### config.mk
export PLATFORM = sky130hd
export DESIGN_NAME = serial_n_bit_adder
export DESIGN_NICKNAME = d
export VERILOG_FILES = /design/src/rtl/arith_pkg.sv /design/src/rtl/full_adder_bit.sv /design/src/rtl/serial_n_bit_adder.sv
export SDC_FILE = /design/constraint.sdc
export NUM_CORES = 1
export LEC_CHECK = 0
export ABC_AREA = 1
export BUFFER_PORTS_ARGS = -buffer_cell sky130_fd_sc_hd__buf_2
export CAP_MARGIN = 30
export CORE_ASPECT_RATIO = 0.5
export CORE_UTILIZATION = 48
export DETAILED_ROUTE_END_ITERATION = 8
export GPL_TIMING_DRIVEN = 1
export PLACE_DENSITY = 0.78
export REMOVE_ABC_BUFFERS = 1
export SYNTH_ARGS = -nofsm -noshare
export SYNTH_HDL_FRONTEND = slang
export SYNTH_SLANG_ARGS = --single-unit
### constraint.sdc
create_clock -name clk -period 1.75 [get_ports clk]
set_input_delay 0.35 -clock clk [delete_from_list [all_inputs] [get_ports clk]]
set_output_delay 0.35 -clock clk [all_outputs]
set_load 0.03 [all_outputs]
### src/rtl/arith_pkg.sv
// Shared types and sizing helpers for the arithmetic library.
package arith_pkg;

    typedef enum logic {
        IDLE = 1'b0,
        RUN  = 1'b1
    } serial_state_t;

    // Bit-counter width for an n-step serial operation; never narrower than one bit.
    function automatic int unsigned cnt_width(input int unsigned n);
        return (n < 2) ? 1 : $clog2(n);
    endfunction

endpackage

### src/rtl/full_adder_bit.sv
// One-bit full adder cell; shared by the serial adder and ripple adders.
module full_adder_bit (
    input  logic x,
    input  logic y,
    input  logic c_in,
    output logic s,
    output logic c_out
);

    assign s     = x ^ y ^ c_in;
    assign c_out = (x & y) | (x & c_in) | (y & c_in);

endmodule

### src/rtl/serial_n_bit_adder.sv
// Bit-serial unsigned adder: latches operands on start, adds LSB-first through
// one full-adder cell, and publishes sum/carry with a one-cycle done pulse.
module serial_n_bit_adder
    import arith_pkg::*;
#(
    parameter int unsigned N = 8
) (
    input  logic         clk,
    input  logic         rst_n,
    input  logic         start,
    input  logic [N-1:0] input1,
    input  logic [N-1:0] input2,
    output logic         busy,
    output logic         done,
    output logic [N-1:0] answer,
    output logic         carry_out
);

    localparam int unsigned CW = cnt_width(N);

    serial_state_t state_q, state_d;
    logic [N-1:0]  a_sh_q, a_sh_d;
    logic [N-1:0]  b_sh_q, b_sh_d;
    logic [N-1:0]  p_sh_q, p_sh_d;
    logic          c_q, c_d;
    logic [CW-1:0] cnt_q, cnt_d;
    logic          busy_d, done_d, carry_out_d;
    logic [N-1:0]  answer_d;
    logic          sum_bit_c, carry_bit_c;
    logic [N-1:0]  p_next_c;

    full_adder_bit u_fa (
        .x     (a_sh_q[0]),
        .y     (b_sh_q[0]),
        .c_in  (c_q),
        .s     (sum_bit_c),
        .c_out (carry_bit_c)
    );

    // Partial sum after this edge: new bit enters at the MSB.
    assign p_next_c = {sum_bit_c, p_sh_q[N-1:1]};

    always_comb begin
        state_d     = state_q;
        a_sh_d      = a_sh_q;
        b_sh_d      = b_sh_q;
        p_sh_d      = p_sh_q;
        c_d         = c_q;
        cnt_d       = cnt_q;
        busy_d      = busy;
        done_d      = 1'b0;
        answer_d    = answer;
        carry_out_d = carry_out;

        unique case (state_q)
            IDLE: begin
                if (start) begin
                    a_sh_d  = input1;
                    b_sh_d  = input2;
                    c_d     = 1'b0;
                    cnt_d   = '0;
                    busy_d  = 1'b1;
                    state_d = RUN;
                end
            end
            RUN: begin
                a_sh_d = a_sh_q >> 1;
                b_sh_d = b_sh_q >> 1;
                p_sh_d = p_next_c;
                c_d    = carry_bit_c;
                cnt_d  = cnt_q + CW'(1);
                if (cnt_q == CW'(N - 1)) begin
                    answer_d    = p_next_c;
                    carry_out_d = carry_bit_c;
                    done_d      = 1'b1;
                    busy_d      = 1'b0;
                    cnt_d       = '0;
                    state_d     = IDLE;
                end
            end
            default: state_d = IDLE;
        endcase
    end

    always_ff @(posedge clk or negedge rst_n) begin
        if (!rst_n) begin
            state_q   <= IDLE;
            a_sh_q    <= '0;
            b_sh_q    <= '0;
            p_sh_q    <= '0;
            c_q       <= 1'b0;
            cnt_q     <= '0;
            busy      <= 1'b0;
            done      <= 1'b0;
            answer    <= '0;
            carry_out <= 1'b0;
        end else begin
            state_q   <= state_d;
            a_sh_q    <= a_sh_d;
            b_sh_q    <= b_sh_d;
            p_sh_q    <= p_sh_d;
            c_q       <= c_d;
            cnt_q     <= cnt_d;
            busy      <= busy_d;
            done      <= done_d;
            answer    <= answer_d;
            carry_out <= carry_out_d;
        end
    end

endmodule

## Word level (Yosys, flattened, before mapping)

Cells that the tools add are included.

| word-level totals | value |
|---|---|
| output and inout bits | 11 |
| input bits | 19 |
| word-level logic and storage cells | 41 |
| bits in registers | 40 |

| operators by class | value |
|---|---|
| $add $sub $neg | 1 |
| multiplexer cells | 17 |
| eq/ne operators | 3 |
| bitwise logic cells | 8 |
| reductions and logical operators | 2 |

Operators by type and width:

| cell | count |
|---|---|
| 8-bit one-hot mux with 2 select lines | 2 |
| 8-bit two-way mux | 2 |
| 1-bit two-way mux | 7 |
| 3-bit two-way mux | 2 |
| 1-bit one-hot mux with 2 select lines | 3 |
| 3-bit one-hot mux with 2 select lines | 1 |
| 2-bit AND reduction | 2 |
| 3-bit by 1-bit adder with 3-bit output, second input constant | 1 |
| 1-bit AND | 3 |
| 3-bit equality test, second input constant | 1 |
| 2-bit by 1-bit inequality test with 1-bit output, second input constant | 1 |
| 2-bit inequality test, second input constant | 1 |
| 1-bit OR | 2 |
| 1-bit XOR | 2 |
| 1-bit NOT | 1 |

## Logic depth before layout (Yosys ltp)

| depth | value |
|---|---|
| depth after elaboration | 4 |
| gate-level depth with buffers | 6 |
| mapped depth without buffers | 6 |

## Modules after synthesis

Synthesis repeated with hierarchy kept, for this count alone.

| unflattened totals | value |
|---|---|
| cells, all modules | 177 |
| area, all modules | 1691.6 µm² |

By module, submodules not included:

| module | seq. area each (µm²) | times used | area an instance (µm²) | cells an instance |
|---|---|---|---|---|
| serial_n_bit_adder | 975.9 | 1 | 1671.6 | 176 |
| full_adder_bit | 0.0 | 1 | 20.0 | 1 |

## Least setup slack after synthesis

No wires, ideal clock.

| timing path | value |
|---|---|
| path type | reg-to-reg |
| start point | reg cnt_q[0] |
| end point | reg answer[5] |
| setup time | 0.074 ns |
| path buffers | 1 |
| cell stages (with the launch flop) | 7 |
| data required time | 1.676 ns |
| period minus slack after synthesis | 1.238 ns |
| arrival time | 1.164 ns |
| path slack | 0.512 ns |
| cells stage by stage | dfrtp_1 -> ha_1 -> ha_1 -> nand2_4 -> buf_6 -> nand2_1 -> o21ai_2 |

| on the way | value |
|---|---|
| cells in the longest elaborated chain, start to end | 2 |

Ends and longest elaborated chain:

| what | RTL line | text |
|---|---|---|
| from (decl) | serial_n_bit_adder.sv:26 | `logic [CW-1:0] cnt_q, cnt_d;` |
| from (signal assigned) | serial_n_bit_adder.sv:103 | `cnt_q <= cnt_d;` |
| 3-bit equality test | serial_n_bit_adder.sv:72 | `if (cnt_q == CW'(N - 1)) begin` |
| 2-bit AND reduction (no line) | n/a |  |
| to (signal assigned) | serial_n_bit_adder.sv:106 | `answer <= answer_d;` |
| to (decl) | serial_n_bit_adder.sv:15 | `output logic [N-1:0] answer,` |

Every way passes these cells.
A chain may end at the register's enable or synchronous reset.

## Worst setup path in the final report

| timing path | value |
|---|---|
| start point | reg cnt_q[0] |
| end point | reg answer[7] |

The elaborated chain is that of the path after synthesis.

==> results.yml <==
status:
  status: "finished clean"
detailed_routing:
  vias: 1219
  antenna_violating_nets_post_route: 0
  drt_first_iter_violations: 52
  vias_per_cell: 4.799
  route.detailed.wl_per_inst_um: 11.27
  detail_route.wirelength_mm: 2.863
  drt_drc_violations_left: 0
  first_pass_iters: 5
global_routing:
  overflow: 0
  track_usage_pct: 17.22
  grt_max_degree: 40
  grt_pass1_vias: 1126
  grt_antenna_before_repair: 0
  grt_pass1_wl_mm: 4.823
cells_and_area:
  most-common-layout-cells: "62 x nand2_1, 39 x dfrtp_1, 30 x nand3_1, 29 x buf_2, 10 x inv_1"
  ant_diodes: 0
  layout.filler_cells: 276
  final_core_utilization_pct: 60.42
  finalNetCount: 230
  final_instance_area_mm2: 0.001916
  area_delta_synth_final_pct: 13.24
  final_common_cell: "nand2_1"
  drive_gt1_share_pct: 23.79
placed_design:
  detailedPlacementHpwl_mm: 1.906
  place.port_buffers: 29
  placed_cell_area_mm2: 0.001843
  finalWeightedCongestion: 0.7168
timing:
  final_hold_viol_count: 0
  grt_setup_unrepaired: "false"
  max-slew-margin-rel_pct: 68.28
  final.setup.tns_ps: 0
  slew_viol_final: 0
  fin_crit_ps: 1383
  count_of_final_setup_violators: 0
  fmax_mhz: 722.9
  period_share_pct: 79.04
  clock-skew-final_ps: 8.240
  max_slew.worst_pin.slew_ps: 475.9
floorplanning:
  starting_density_of_the_core_pct: 53.35
  design.die.area_mm2: 0.003780
  placement_rows: 14
  die_y_um: 43.98
  die_w_um: 85.96
  io-pin-count: 30
  core_area_mm2: 0.003171
yosys:
  ys_seq_area_share_pct: 57.69
  synth_top_area_cell: "dfrtp_1"
  yosys_register_bits: 39
  synth_cells: 177
  synthesis.area_per_instance_um2: 9.557
  yosys_warnings: 0
  ys_top_cells_by_area: "dfrtp_1 58%, nand2_1 14%, nand3_1 8.9%, o21ai_2 4.1%, buf_6 3.3%"
  synth.lib_cells_used.distinct: 16
  netlist_area_mm2: 0.001692
  synth_top_area_share_pct: 57.69
cts:
  cts-buffers-inserted: 5
  ctsLongestPathBuffers: 2
  cts_sinks: 39
  cts.reportedPaths.clkPinSlew_ps: 70
  cts-htree-levels: 2
  clk_latency_ps: 290
  root_buffer: "clkbuf_8"
  cts_repair_resize_count: 0
  tritoncts: "built"
  postCtsHoldBufs: 0
  post_cts_buffers: 0
critical_path:
  critical_path.cell_chain: "ha_1, ha_1, nand2_4, inv_1, nand2_1, nand2_1"
  critPathCaptureType: "flop"
  critical_path.top_delay_family: "adder cells"
  critPathMaxFanout: 18
  worst-setup-path-type: "flop to flop"
  crit_buf_inv: 1
  worstPathArrival_ps: 1560
  cpMaxStageDelayCell: "dfrtp_1"
  worst_setup_path_start_kind: "flop"
  crit_required_ps: 1930
  worst_path_largest_cell_delay_ps: 400
power:
  p_leak_nw: 1.003
  max-vdd-ir-drop_v: 0.0006052
  p_per_area_mw_per_mm2: 1694
flow_run:
  timing.max_cap.violations: 0
worst_hold_path:
  hp-class: "input pin to async pin"
power by group:
| part | total [mW] | switching (mW) | internal [mW] |
|---|---|---|---|
| logic | 1.24 | 0.804 | 0.434 |
| registers | 1.46 | 0.206 | 1.25 |
| clock network | 0.548 | 0.283 | 0.265 |
| total | 3.25 | 1.29 | 1.95 |
final timing paths:
path	from	endpoint	slack [ps]	cells past startpoint
min reg2reg	answer[2]	answer[2]	480	2
max	cnt_q[0]	answer[7]	370	6
min in group clk	input1[7]	a_sh_q[7]	300	3
max reg2reg	cnt_q[0]	answer[7]	370	6
max in group asynchronous	rst_n	answer[6]	1310	2
min	rst_n	a_sh_q[1]	100	2
cells by family after synthesis:
| logic type | synth area share (%) |
|---|---|
| buf+inv | 7.545 |
| fa+ha+maj | 3.403 |
| simple gates | 24.41 |
| compound gates | 6.953 |
| flops | 57.69 |
layout make-up:
type	count	area, µm²	share of cell area (%)
sequential	39	975.9	50.95
multi-input combinational	117	588.1	30.70
timing repair buffer	33	175.2	9.144
clock buffer	6	72.57	3.788
tap	48	60.06	3.135
inverter	11	43.79	2.286
synth_stat cells (all sizes together):
master	count
a21boi	1
ha	3
buf	10
nand3	30
dfrtp	39
nand2	63
inv	11
fa	1
nor2	3
o21ai	16
sequential cells by signal (all words and copies together) (netlist names):
name	flops
a_sh_q	8
b_sh_q	8
state_q	1
cnt_q	3
carry_out	1
busy	1
c_q	1
answer	8
p_sh_q	7
done	1
per-stage QoR:
step	worst slack (ps)	total power, mW	hold WS [ps]	instances
6_report	366.8	3.246	100.8	254
2_1_floorplan	266.1	2.333	54.41	167
3_5_place_dp	360.4	2.725	434.2	248
5_1_grt	290.9	3.484	136.6	254
4_1_cts	346.7	3.277	124.1	254
3_3_place_gp	432.4	2.672	422.0	248
routing by layer:
| metal | global-route usage (%) | part of all wire, % | vias up |
|---|---|---|---|
| met3 | 7.429 | 4.9 | 0 |
| met2 | 29.52 | 46 | 22 |
| met5 | 0 | 0 | - |
| met4 | 4.000 | 0 | 0 |
| met1 | 20.57 | 49 | 570 |
| li1 | - | - | 627 |
(Power assumes the default switching activity.)
